--- src/rtl/prog_loader_pkg.sv ---
// Shared definitions for the program loader: FSM states and frame constants.
package prog_loader_pkg;

  typedef enum logic [2:0] {
    StIdle,
    StHdr,
    StData,
    StWrite,
    StCsum,
    StDone,
    StErr
  } state_e;

  // Header is a 4-byte little-endian word count.
  localparam int unsigned HdrBytes     = 4;
  localparam int unsigned BytesPerWord = 4;

endpackage

--- src/rtl/prog_loader_byte_to_word.sv ---
// Little-endian byte assembler used by the program loader.
// Ports:
//   i_clk, i_rst  clock, asynchronous active-high reset
//   i_clear       synchronous clear of shift register and byte counter
//   i_push        shift i_byte in this cycle
//   i_byte        incoming byte
//   o_word        assembled word including the byte currently being pushed
//   o_cnt         bytes already held for the word in progress
//   o_word_full   this push completes a word (o_word is then the full word)
module byte_to_word #(
  parameter int unsigned NBytes = 4,
  localparam int unsigned W = 8 * NBytes,
  localparam int unsigned CntW = $clog2(NBytes)
) (
  input  logic            i_clk,
  input  logic            i_rst,
  input  logic            i_clear,
  input  logic            i_push,
  input  logic [7:0]      i_byte,
  output logic [W-1:0]    o_word,
  output logic [CntW-1:0] o_cnt,
  output logic            o_word_full
);

  logic [W-1:0]    r_word;
  logic [CntW-1:0] r_cnt;
  logic            w_last;

  assign w_last      = (r_cnt == CntW'(NBytes - 1));
  // Newest byte enters at the top, so after NBytes pushes byte 0 sits in [7:0].
  assign o_word      = {i_byte, r_word[W-1:8]};
  assign o_cnt       = r_cnt;
  assign o_word_full = i_push && w_last;

  always_ff @(posedge i_clk or posedge i_rst) begin
    if (i_rst) begin
      r_word <= '0;
      r_cnt  <= '0;
    end else if (i_clear) begin
      r_word <= '0;
      r_cnt  <= '0;
    end else if (i_push) begin
      r_word <= o_word;
      r_cnt  <= w_last ? '0 : r_cnt + CntW'(1);
    end
  end

endmodule

--- src/rtl/prog_loader.sv ---
// Serial program loader: receives a framed program (word count, words, XOR checksum)
// and writes it into instruction memory, holding the core in reset until success.
// Ports:
//   i_clk, i_rst          clock, asynchronous active-high reset
//   i_rx_data/i_rx_valid  byte stream from the receiver
//   o_rx_ready            byte accepted when i_rx_valid && o_rx_ready
//   o_imem_we/addr/wdata  one-cycle instruction RAM write (byte address, word-aligned)
//   o_core_rst            core reset request, low only after a successful load
//   o_done, o_error       sticky completion / abort flags
module prog_loader
  import prog_loader_pkg::*;
#(
  parameter int unsigned ADDR_W      = 10,
  parameter int unsigned TIMEOUT_CYC = 1000000
) (
  input  logic        i_clk,
  input  logic        i_rst,
  input  logic [7:0]  i_rx_data,
  input  logic        i_rx_valid,
  output logic        o_rx_ready,
  output logic        o_imem_we,
  output logic [31:0] o_imem_addr,
  output logic [31:0] o_imem_wdata,
  output logic        o_core_rst,
  output logic        o_done,
  output logic        o_error
);

  localparam int unsigned MaxWords = 2 ** ADDR_W;
  localparam int unsigned IdleW    = $clog2(TIMEOUT_CYC + 1);
  localparam int unsigned CntW     = $clog2(BytesPerWord);

  state_e            r_state, w_state_d;
  logic              r_rx_ready;
  logic              r_imem_we;
  logic [31:0]       r_imem_addr, r_imem_wdata;
  logic [ADDR_W:0]   r_count, r_word_idx, w_idx_inc;
  logic [7:0]        r_csum;
  logic [IdleW-1:0]  r_idle;

  logic              w_accept, w_push, w_word_full, w_hdr_last, w_hdr_bad;
  logic              w_timeout, w_idle_en;
  logic [31:0]       w_word;
  logic [CntW-1:0]   w_byte_cnt;

  assign w_accept   = i_rx_valid && r_rx_ready;
  // Checksum byte is compared, not assembled.
  assign w_push     = w_accept && ((r_state == StHdr) || (r_state == StData));
  assign w_hdr_last = w_push && (r_state == StHdr) && (w_byte_cnt == CntW'(HdrBytes - 1));
  assign w_hdr_bad  = (w_word == '0) || (w_word > 32'(MaxWords));
  assign w_timeout  = (r_idle == IdleW'(TIMEOUT_CYC));
  assign w_idle_en  = ((r_state == StHdr) && (w_byte_cnt != '0)) ||
                      (r_state == StData) || (r_state == StCsum);
  assign w_idx_inc  = r_word_idx + (ADDR_W + 1)'(1);

  byte_to_word #(
    .NBytes(BytesPerWord)
  ) u_byte_to_word (
    .i_clk      (i_clk),
    .i_rst      (i_rst),
    .i_clear    (r_state == StIdle),
    .i_push     (w_push),
    .i_byte     (i_rx_data),
    .o_word     (w_word),
    .o_cnt      (w_byte_cnt),
    .o_word_full(w_word_full)
  );

  always_comb begin
    w_state_d = r_state;
    unique case (r_state)
      StIdle:  w_state_d = StHdr;
      StHdr: begin
        if (w_timeout)       w_state_d = StErr;
        else if (w_hdr_last) w_state_d = w_hdr_bad ? StErr : StData;
      end
      StData: begin
        if (w_timeout)        w_state_d = StErr;
        else if (w_word_full) w_state_d = StWrite;
      end
      StWrite: w_state_d = (w_idx_inc == r_count) ? StCsum : StData;
      StCsum: begin
        if (w_timeout)     w_state_d = StErr;
        else if (w_accept) w_state_d = (i_rx_data == r_csum) ? StDone : StErr;
      end
      StDone:  w_state_d = StDone;
      StErr:   w_state_d = StErr;
      default: w_state_d = StErr;
    endcase
  end

  always_ff @(posedge i_clk or posedge i_rst) begin
    if (i_rst) begin
      r_state      <= StIdle;
      r_rx_ready   <= 1'b0;
      r_imem_we    <= 1'b0;
      r_imem_addr  <= '0;
      r_imem_wdata <= '0;
      r_count      <= '0;
      r_word_idx   <= '0;
      r_csum       <= '0;
      r_idle       <= '0;
    end else begin
      r_state    <= w_state_d;
      // Ready follows the state being entered, so it drops in WRITE and terminal states.
      r_rx_ready <= (w_state_d == StHdr) || (w_state_d == StData) || (w_state_d == StCsum);
      r_imem_we  <= (w_state_d == StWrite);
      if (w_state_d == StWrite) begin
        r_imem_addr  <= 32'(r_word_idx) << 2;
        r_imem_wdata <= w_word;
      end
      if (r_state == StWrite) r_word_idx <= w_idx_inc;
      if (w_push)     r_csum  <= r_csum ^ i_rx_data;
      if (w_hdr_last) r_count <= w_word[ADDR_W:0];
      if (w_accept)                     r_idle <= '0;
      else if (w_idle_en && !w_timeout) r_idle <= r_idle + IdleW'(1);
    end
  end

  assign o_rx_ready   = r_rx_ready;
  assign o_imem_we    = r_imem_we;
  assign o_imem_addr  = r_imem_addr;
  assign o_imem_wdata = r_imem_wdata;
  assign o_core_rst   = (r_state != StDone);
  assign o_done       = (r_state == StDone);
  assign o_error      = (r_state == StErr);

endmodule

--- config.mk ---
export PLATFORM = sky130hd
export DESIGN_NAME = prog_loader
export DESIGN_NICKNAME = d
export VERILOG_FILES = /design/src/rtl/prog_loader_pkg.sv /design/src/rtl/prog_loader_byte_to_word.sv /design/src/rtl/prog_loader.sv
export SDC_FILE = /design/constraint.sdc
export NUM_CORES = 1
export LEC_CHECK = 0
export ABC_AREA = 1
export CORE_MARGIN = 3
export CORE_UTILIZATION = 46
export CTS_BUF_LIST = sky130_fd_sc_hd__clkbuf_4 sky130_fd_sc_hd__clkbuf_8
export DETAILED_ROUTE_END_ITERATION = 8
export PLACE_DENSITY = 0.68
export SYNTH_ARGS = -nofsm -noshare
export SYNTH_HDL_FRONTEND = slang
export SYNTH_HIERARCHICAL = 1
export SYNTH_SLANG_ARGS = --single-unit
--- constraint.sdc ---
create_clock -name i_clk -period 4.1 [get_ports i_clk]
set_input_delay 1.23 -clock i_clk [delete_from_list [all_inputs] [get_ports i_clk]]
set_output_delay 1.23 -clock i_clk [all_outputs]
set_load 0.03 [all_outputs]
* Yosys cells after proc, flatten, opt, wreduce, memory -nomap -nowiden
Cells that the tools add are included.
** Operators by class
- Add/subtract/negate cells :: 3
- Order comparisons :: 1
- Equal/unequal tests :: 15
- Muxes and demuxes :: 17
- Bitwise gates (word level) :: 1
- Reductions and logical operators :: 19
** Operator list (number)
- $mux 32 :: 2
- $mux 20 :: 2
- $gt 32x11->1 const B :: 1
- $logic_not 32->1 :: 1
- $mux 3 :: 8
- $add 20x1->20 const B :: 1
- $eq 20x20->1 const B :: 1
- $pmux 3 s6 :: 1
- $eq 3x2->1 const B :: 4
- $eq 3x3->1 const B :: 4
- $add 11x1->11 const B :: 1
- $eq 11x11->1 :: 1
- $eq 8x8->1 :: 1
- $mux 2 :: 4
- $xor 8x8->8 :: 1
- $logic_and 1x1->1 :: 7
- $eq 3x1->1 const B :: 2
- $logic_or 1x1->1 :: 6
- $reduce_bool 2->1 :: 3
- $logic_not 3->1 :: 1
- $ne 3x3->1 const B :: 1
- $add 2x1->2 const B :: 1
- $eq 2x2->1 const B :: 1
- $logic_not 1->1 :: 1
** Word-level totals
- Register bits after elaboration :: 132
- Bits of input ports :: 11
- Logic and storage cells :: 67

* Logic depth before layout (Yosys ltp)
- Depth in word-level cells :: 11
- Mapped depth :: 15

* Cells and area by module
The synthesis kept the hierarchy.
** Modules (own cells, without submodules)
- prog_loader :: times used 1, cells each 681, area an instance 5176.2 um^2, sequential area each 2452.4 um^2
- byte_to_word :: times used 1, cells each 126, area an instance 1132.3 um^2, sequential area each 650.6 um^2

* Worst setup path after synthesis
Ideal clock, no wire load.
- Path kind :: input -> register
- Start point :: input port i_rx_valid
- End point :: register r_imem_wdata[24], in the netlist o_imem_wdata[24]
- Arrival time :: 2879 ps
- Required time :: 4017 ps
- Slack :: 1138 ps
- Stages on the path :: 14
- Path buffers :: 4
- Path through :: nand2_1 -> inv_1 -> nand2_1 -> inv_2 -> buf_6 -> buf_2 -> nand2_1 -> inv_1 -> or2_2 -> nand3_1 -> buf_2 -> buf_2 -> nand2_1 -> o21ai_0
** On the way
- Elaborated cells on any way between the ends :: 13
- Those cells by class :: eq/ne (1); mux (7); reduce/logical (5)
** RTL lines
- start: declaration :: RTL line prog_loader.sv:19 : input logic i_rx_valid,
- $logic_and 1x1->1 :: RTL line prog_loader.sv:46 : assign w_accept = i_rx_valid && r_rx_ready;
- $logic_and 1x1->1 :: RTL line prog_loader.sv:48 : assign w_push = w_accept && ((r_state == StHdr) || (r_state == StData));
- via w_push :: RTL line prog_loader.sv:41 : logic w_accept, w_push, w_word_full, w_hdr_last, w_hdr_bad;
- $logic_and 1x1->1 :: RTL line prog_loader_byte_to_word.sv:33 : assign o_word_full = i_push && w_last;
- via w_word_full :: RTL line prog_loader.sv:41
- $mux 3 :: RTL line prog_loader.sv:79 : else if (w_word_full) w_state_d = StWrite;
- $mux 3 :: RTL line prog_loader.sv:78 : if (w_timeout) w_state_d = StErr;
- $pmux 3 s6 :: RTL line prog_loader.sv:71 : unique case (r_state)
- $eq 3x2->1 :: RTL line prog_loader.sv:108 : if (w_state_d == StWrite) begin
- end signal: assignment :: RTL line prog_loader.sv:110 : r_imem_wdata <= w_word;
- end: declaration :: RTL line prog_loader.sv:36 : logic [31:0] r_imem_addr, r_imem_wdata;
The timed path passes the listed nets, and every way through them passes these cells.
A chain may end at the register's enable or synchronous reset.

* Final worst setup path
- Start point :: register r_state[0]
- End point :: output port o_done
** On the way
- Cells in the longest elaborated chain, start to end :: 1
** RTL lines
- start: declaration :: RTL line prog_loader.sv:33 : state_e r_state, w_state_d;
- start signal: assignment :: RTL line prog_loader.sv:94 : r_state <= StIdle;
- start signal: assignment :: RTL line prog_loader.sv:104 : r_state <= w_state_d;
- $eq 3x3->1 :: RTL line prog_loader.sv:125 : assign o_done = (r_state == StDone);
- end: declaration :: RTL line prog_loader.sv:25 : output logic o_done,
Every way passes these cells.

==> impl_results.md <==
- Antenna cell count: 0
- Cells after synthesis: 807
- Vias in the first global route: between 4k and 5k
- Worst hold path depth: 2
- Setup tns final: 0 ns
- Nets: between 800 and 900
- Fill count: about 1.3k
- Post-CTS sizing: 0
- Grt total ovfl: 0
- MaxCap Viol Count: 0
- Hold WC Path Type: register to register
- Initial Util: 0.473
- Crit path time final: roughly 3.3 ns
- RSZ-0062 raised after global routing: no
- Min Hold Slack: between 0.4 and 0.5 ns
- Area leader, netlist: dfrtp_1
- Critical-path maximum fanout: 5
- Most frequent cells in the layout: nand2_1, dfrtp_1, inv_1
- Clock group share of total power: 0.472
- Place WS: 0.362 ns
- Setup crit start kind: register
- CTS Buf Count: 17
- DRC: 0
- Clk_lat worst skew: roughly 0.44 ns
- Crit Path Class: register to output port
- Full die area: ~0.015 mm2
- Clock root buffer: clkbuf_8
- Met3 WL: 647 um
- Die Height: approximately 120 um
- Yosys warnings: 6
- Area grow syn2layout: 16.1%
- Reg2reg start: r_state[1]
- CTS tree: yes
- M1 WL: just under 7 mm
- Initial antenna violation count: 0
- Sw Pwr: approximately 0.00055 W
- Core area: ~0.013 mm2
- Largest net degree at the start of global routing: 65
- Setup crit start: r_state[0]
- Cell area after synthesis: between 0.006 and 0.007 mm2
- Rel. slew slack: 0.349
- Max frequency: between 0.3 and 0.4 GHz
- All-layer global routing usage: 0.200
- Post-cts hold buffer count: 0
- Final Hold Viols: 0
- Seq cells post-synth: between 100 and 150
- H-tree Lvls: 4
- Status: completed
- Clock buffer depth: 2
- Pint: about 0.0019 W
- Hold Path End: u_byte_to_word/r_word[9]
- CTS Sinks: approximately 120
- Via count: between 5k and 6k
- Final worst slack: roughly 0.83 ns
- Pwr dens: around 340 mW/mm2
- # Post-CTS Setup Buffers: 0
- Max-slew violations: 0
- DR iter-0 viols: ~360
- Sequential area share after synthesis: 0.492
- Critical hold path startpoint: u_byte_to_word/r_word[9]
- Final setup violation count: 0
- Final ANT Viol Nets: 0
- DIE WIDTH: between 100 and 150 um
- Metal2 WL: roughly 6.3 mm
- Clock Skew: about 0.0096 ns
- Sw Share: 0.224
- Part of the power in registers: 0.498
- Site Rows: between 40 and 50
- Required @ worst endpoint: 2.87 ns
- Top Layer Used: met4
- Post-synth cell types: 32
- Clock-pin slew on the worst setup and hold paths: 0.07 ns
- IO Port Bufs: 58
- Total detailed-routing wirelength: 13.9 mm
- Non-filler cells, final: 1044
- Dpl cells: roughly 1.0k
- R2R Path End: o_imem_addr[2]
- HPWL after DPL: roughly 9.9 mm
- Peak supply drop: 0.195 mV
- Via density: slightly below 5
- Final period util: 0.799
- Async set or reset register ratio after synthesis: 1.00
- # IOs: 80
- WP data arrival: 2.04 ns
- Static Leakage: 3.49 nW
- Share of post-route cells with drive strength above 1: 0.0622
- R2R depth: 12
- Main flop type after synthesis: dfrtp_1
- Yosys top cell area share: 0.492
- Worst R2R Setup Slack: 1.44 ns
- Post-DR wirelength/cell: 13.3 um
- DRT Pass-1 Iters: 5
- Nature of the critical path endpoint: output port
- Final Wtd Congestion: 0.876
- Avg Inst Size Synth: between 7 and 8 um2
- Global-route wire length before repair: ~24 mm
- Slew @ Worst Pin: ~1 ns
- Top post-synthesis cells by area: dfrtp_1, nand2_1, o21ai_0
- Post-place instance area: ~0.0069 mm2
- Post-route design area: between 0.007 and 0.008 mm2
- Combinational Power Share: 0.031
- Post-synth EDFFs: 0
- Leading cell type in the layout, fill and taps excluded: nand2_1
==> flip-flops by register name, indices dropped and copies added, names as in the netlist <==
| register | count |
|---|---|
| o_imem_addr | 11 |
| o_imem_wdata | 32 |
| o_imem_we | 1 |
| o_rx_ready | 1 |
| r_count | 11 |
| r_csum | 8 |
| r_idle | 20 |
| r_state | 3 |
| r_word_idx | 11 |
| u_byte_to_word/o_cnt | 2 |
| u_byte_to_word/r_word | 24 |
==> critical path, cell delays in order, from the launching register on <==
cell and delay, ns:
dfrtp_1 0.42, inv_1 0.13, nor3_1 0.32, clkdlybuf4s50_1 0.74
==> routing by layer <==
layer,vias up,global-route usage
li1,2641,-
met1,2406,0.289
met2,107,0.303
met3,13,0.0503
met4,0,0.0533
met5,-,0
==> cell families after synthesis <==
| family | count (synthesis) | share of synthesized area |
|---|---|---|
| adder cells (fa/ha/maj) | 4 | 0.00793 |
| AND/OR/NAND/NOR | 423 | 0.290 |
| AO/OA/AOI/OAI | 96 | 0.0774 |
| XOR/XNOR | 14 | 0.0216 |
| flip-flops | 124 | 0.492 |
| buffers and inverters | 145 | 0.111 |
| other | 1 | 0.000594 |
==> cell usage after synthesis, types with 2 or more instances <==
cell      count
buf_4        30
nor4_1        9
nor2_4        2
nand4_1      15
buf_6         3
nor2_2        2
inv_1        87
dfrtp_1     124
nor3_1       16
nand3_1      81
nand2_1     243
xor2_1        8
ha_1          4
nor2_1       46
buf_2        14
nand3b_1      2
o21ai_0      83
nand2_2       2
inv_2         4
a21oi_1      10
xnor2_1       5
clkbuf_1      6
or2_2         2
==> how the worst max path moves through the flow <==
stage                       end  slack (ns)  cells after the start
2_1_floorplan   o_imem_addr[10]        0.31                      1
3_3_place_gp   o_imem_wdata[10]        0.45                     12
3_5_place_dp   o_imem_wdata[10]        0.36                     12
4_1_cts                  o_done        0.79                      3
5_1_grt        o_imem_wdata[28]        0.58                     12
6_report                 o_done        0.83                      3
==> power groups by stage <==
stage          sequential (W)  combinational, W  clock, W
3_3_place_gp          0.00125         0.0000771         0
2_1_floorplan         0.00125         0.0000710         0
3_5_place_dp          0.00125         0.0000772         0
4_1_cts               0.00122         0.0000771   0.00119
5_1_grt               0.00122         0.0000840   0.00124
6_report              0.00122         0.0000751   0.00116
==> final cells by class <==
| type | count | area (um2) | area share |
|---|---|---|---|
| multi-input cells | 558 | 2590 | 0.353 |
| inverters | 91 | 344 | 0.0470 |
| repair buffers | 64 | 638 | 0.0871 |
| well taps | 176 | 220 | 0.0301 |
| clock inverters | 9 | 136 | 0.0186 |
| flip-flops and latches | 124 | 3100 | 0.424 |
| clock buffers | 22 | 297 | 0.0405 |
==> through the flow <==
stage               utilization  total power (W)
finish                    0.549          0.00246
detailed placement        0.516          0.00132
floorplan                     -          0.00132
global placement          0.516          0.00132
global route              0.549          0.00255
CTS                       0.549          0.00249
Power figures use the tool's default switching activity.
==> RTL edit 1, RTL diff (config.mk and constraints unchanged) <==
Put a register stage on the output `o_error`, cleared by the reset. The value now appears one clock later. The other outputs are not delayed to match.
--- a/src/rtl/prog_loader.sv
+++ b/src/rtl/prog_loader.sv
@@ -123,7 +123,13 @@
   assign o_imem_wdata = r_imem_wdata;
   assign o_core_rst   = (r_state != StDone);
   assign o_done       = (r_state == StDone);
-  assign o_error      = (r_state == StErr);
+  always_ff @(posedge i_clk or posedge i_rst) begin
+    if (i_rst) begin
+      o_error <= '0;
+    end else begin
+      o_error <= (r_state == StErr);
+    end
+  end
 
 endmodule
 
Check against the original RTL: not equivalent (a bounded check fails within 10 cycles, from zero or initial values and one cycle with i_rst high).
==> RTL edit 1 against the unedited design <==
First-iteration DRC count increased by 26%. Setup slack worse by 0.035 ns. Non-clock buffer count increased by 4. Synthesized area up 1.4%. Sequential cell count rose by 1. Power shrank 3.5%. Wire length is 3.4% higher. Design area grew 1.0%.
==> RTL edit 1: results (changes against the unedited design) <==
- Max IR drop VDD: 193 uV (-1.2%)
- Lkg Pwr: 3.47 nW (-0.70%)
- Reg2reg end: o_imem_wdata[28]
- Critical Path AT: 2.08 ns (+0.04 ns)
- Ant. Diodes: 0 (unchanged)
- HPWL after DPL: 10300 um (+3.9%)
- DR vias: 5306 (+2.7%)
- Top post-synthesis cells by area: dfrtp_1 (49%), nand2_1 (13%), nand3_1 (6.0%)
- Vias/cell: 5.09 (+2.8%)
- Critical Path Source: r_state[2]
- First-pass GRT wire length: 24500 um (+2.7%)
- R2r setup slk: 1.70 ns (+0.26 ns)
- Commonest cells in the netlist: nand2_1 (227), dfrtp_1 (125), inv_1 (83)
- Largest net degree at the start of global routing: 45 (-31%)
- Relative max-transition margin: 0.345 (-0.00398)
- DP Cell Count: 1011 (-0.20%)
- Wire per inst: 13.8 um (+3.5%)
- Final Wtd Congestion: 0.925 (+5.7%)
- Cell variety after synth: 35 (+9.4%)
- 1st-iter DRT viols: 449 (+26%)
- Final min period: 3.31 ns (+0.0348 ns)
- Clk_skew: 0.00764 ns (-0.00201 ns)
- Status: completed
- Final net count: 869 (-0.23%)
- Reg2Reg Depth: 10 (-2)
- Tot GR Track Use: 0.202 (+0.00167)
- Share of post-route cells with drive strength above 1: 0.0773 (+0.0151)
- Syn_area_per_cell: 7.99 um^2 (+2.2%)
- Pre-CTS setup slack: 0.736 ns (+0.374 ns)
- Vias in the first global route: 5052 (+3.0%)
-- RTL edit 1: changes by cell type after synthesis, moves of 4 or more --
cell     change
nand2_1     -16
nor3_2       +4
buf_4        +5
o21ai_1     +11
nand3_1      -4
buf_2        -6
inv_1        -4
o21ai_0      -7
nor2_1      -11
nand4_1      +7
-- RTL edit 1: kinds of logic after synthesis --
family	synth area share
adder cells (fa/ha/maj)	0.00782
flip-flops	0.489
AND/OR/NAND/NOR	0.283
XOR/XNOR	0.0268
buffers and inverters	0.111
AO/OA/AOI/OAI	0.0815
other	0.000586
-- RTL edit 1: how the worst max path moves through the flow --
stage / end / depth (start not counted)
floorplan: o_error / 1
global placement: o_imem_wdata[28] / 10
detailed placement: o_imem_addr[12] / 12
CTS: o_done / 3
global route: o_done / 3
finish: o_done / 3
-- RTL edit 1: layout make-up --
type | instances | area (um^2)
inverters | 90 | 340
flip-flops and latches | 125 | 3130
fillers | 1245 | 6000
repair buffers | 68 | 681
clock buffers | 26 | 333
multi-input cells | 552 | 2640
well taps | 176 | 220
clock inverters | 6 | 57.6
-- RTL edit 1: metal layers --
layer  share of wire  routed length, um  global-route usage
met5               0                  0                   0
met4           0.015                210              0.0698
met3           0.046                660              0.0413
met2            0.47               6710               0.317
met1            0.47               6770               0.280
-- RTL edit 1: critical path, stage by stage, from the launching register on --
cell	delay, ns
dfrtp_1	0.44
inv_2	0.09
nor3_1	0.36
clkdlybuf4s50_1	0.75
-- RTL edit 1: per-stage QoR --
stage	hold WS, ns	cell area [um^2]
after floorplan	0.442	6470
after global placement	0.454	7010
after detailed placement	0.458	7010
after CTS	0.475	7400
after global routing	0.501	7400
final	0.473	7400
-- RTL edit 1: power by group through the flow --
| stage | combinational [mW] | sequential [mW] | clock [mW] |
|---|---|---|---|
| finish | 0.0779 | 1.23 | 1.06 |
| global placement | 0.0791 | 1.26 | 0 |
| global route | 0.0877 | 1.23 | 1.13 |
| floorplan | 0.0734 | 1.26 | 0 |
| detailed placement | 0.0796 | 1.26 | 0 |
| CTS | 0.0797 | 1.23 | 1.08 |
==> RTL edit 2, RTL diff (config.mk and constraints unchanged) <==
Made on the original files. The parameter `TIMEOUT_CYC` goes from 1000000 to 2000000.
--- a/src/rtl/prog_loader.sv
+++ b/src/rtl/prog_loader.sv
@@ -11,7 +11,7 @@
   import prog_loader_pkg::*;
 #(
   parameter int unsigned ADDR_W      = 10,
-  parameter int unsigned TIMEOUT_CYC = 1000000
+  parameter int unsigned TIMEOUT_CYC = 2000000
 ) (
   input  logic        i_clk,
   input  logic        i_rst,
Behaviour: no difference found for any inputs over 10 cycles, from zero or initial values and one cycle with i_rst high; that may be too few to reach the edited logic, so the function may still have changed.
==> RTL edit 2 against the unedited design <==
Synthesized area is 4.4% higher. Non-clock buffer count is 1 higher. Setup slack got worse by 0.078 ns. Clock power is 5% lower. Global-route usage is 0.46 points lower. Wire length up 7.3%. First-iteration DRC count increased by 7.9%. Design area grew 3.4%. Maximum frequency decreased by 2.3%. Count of clock-buffer cells in the layout is the same. Power fell by 2.0%. Clock skew down 0.0017 ns. Sequential cell count grew 1. Critical endpoint is now o_core_rst. Largest cell class unchanged. Largest power group unchanged.
==> RTL edit 2: results (changes against the unedited design) <==
- Status: completed
- Tot GR Track Use: 0.196 (-0.00460)
- Cell variety after synth: 37 (+16%)
- Placed Area: 0.00718 mm^2 (+4.1%)
- Sequential area share after synthesis: 0.475 (-0.0170)
- Final Wtd Congestion: 0.914 (+4.4%)
- HPWL after DPL: 10700 um (+8.3%)
- Largest net degree at the start of global routing: 47 (-28%)
- Critical Path AT: 2.12 ns (+0.08 ns)
- Vias/cell: 5.00 (+1.1%)
- Vias in the first global route: 5153 (+5.0%)
- WL final: 14900 um (+7.3%)
- Final min period: 3.35 ns (+0.0778 ns)
- PortBufs: 58 (unchanged)
- DP Cell Count: 1044 (+3.1%)
- Slowest cell delay on critical path: 0.62 ns (-0.12 ns)
- Least-Margin Pin Slew: 0.968 ns (-0.00709 ns)
- Pre-CTS setup slack: 0.741 ns (+0.379 ns)
- Seq pwr share: 0.512 (+0.014)
- Routed length on met1: 7240 um (+7.3%)
- R2r setup slk: 1.72 ns (+0.28 ns)
- Reg2reg end: o_imem_wdata[28]
- Wire length on met2: 6620 um (+4.4%)
- Routing usage on met3: 0.0403 (-0.0100)
- Synth Area in Compound Gates: 0.0731 (-0.00423)
- Fill cell count: 1332 (+6.4%)
- Share of post-route cells with drive strength above 1: 0.0829 (+0.0207)
- DR vias: 5370 (+3.9%)
- Top post-synthesis cells by area: dfrtp_1 (47%), nand2_1 (14%), nand3_1 (5.8%)
- Met1 Use GR: 0.282 (-0.00737)
- Met3 wire len: 786 um (+21%)
- Mapped Cells: 834 (+3.3%)
- Max layer used: met4
- Worst Setup EP: o_core_rst
- Commonest cells in the netlist: nand2_1 (253), dfrtp_1 (125), inv_1 (87)
- Synth Area in XOR/XNOR: 0.0266 (+0.00497)
- Post-Synth Adder-Cell Area: 0.00760 (-0.000336)
- Kind of capture point of the worst setup path: primary output
- Max IR drop VDD: 208 uV (+6.5%)
- Clk_skew: 0.00793 ns (-0.00171 ns)
- Grt met2 use: 0.296 (-0.00660)
[RTL edit 2: cell count changes after synthesis, sizes merged, moves of 3 or more]
cell,before,now
o31ai,0,5
xor2,8,14
buf,47,50
o21ai,84,79
nand4,15,22
nand2,246,262
inv,91,95
a21oi,10,7
nor2,50,42
[RTL edit 2: worst min-delay path by stage]
stage / cells past startpoint / from / slack [ns] / end
floorplan: 2 / u_byte_to_word/r_word[10] / 0.44 / u_byte_to_word/r_word[10]
global placement: 2 / u_byte_to_word/r_word[9] / 0.45 / u_byte_to_word/r_word[9]
detailed placement: 2 / u_byte_to_word/r_word[9] / 0.46 / u_byte_to_word/r_word[9]
CTS: 2 / u_byte_to_word/r_word[12] / 0.48 / u_byte_to_word/r_word[12]
global route: 2 / o_imem_addr[11] / 0.51 / o_imem_addr[11]
finish: 2 / u_byte_to_word/r_word[12] / 0.47 / u_byte_to_word/r_word[12]
[RTL edit 2: layout make-up]
class / instances / area (um^2) / area share
Clock buffer: 22 / 278 / 0.0367
Clock inverter: 7 / 116 / 0.0154
Inverter: 96 / 363 / 0.0479
Multi-Input combinational cell: 578 / 2800 / 0.370
Sequential cell: 125 / 3130 / 0.413
Tap cell: 180 / 225 / 0.0297
Timing Repair Buffer: 65 / 658 / 0.0869
[RTL edit 2: critical path, delay by kind of cell, from the launching register on]
| family | cells | cell delay, ns |
|---|---|---|
| buffers and inverters | 3 | 0.90 |
| flip-flops | 1 | 0.43 |
| AND/OR/NAND/NOR | 1 | 0.37 |
[RTL edit 2: power groups by stage]
stage	combinational [mW]	clock [mW]	sequential, mW
2_1_floorplan	0.0711	0	1.26
3_3_place_gp	0.0764	0	1.26
3_5_place_dp	0.0774	0	1.26
4_1_cts	0.0771	1.12	1.23
5_1_grt	0.0834	1.17	1.23
6_report	0.0751	1.10	1.23
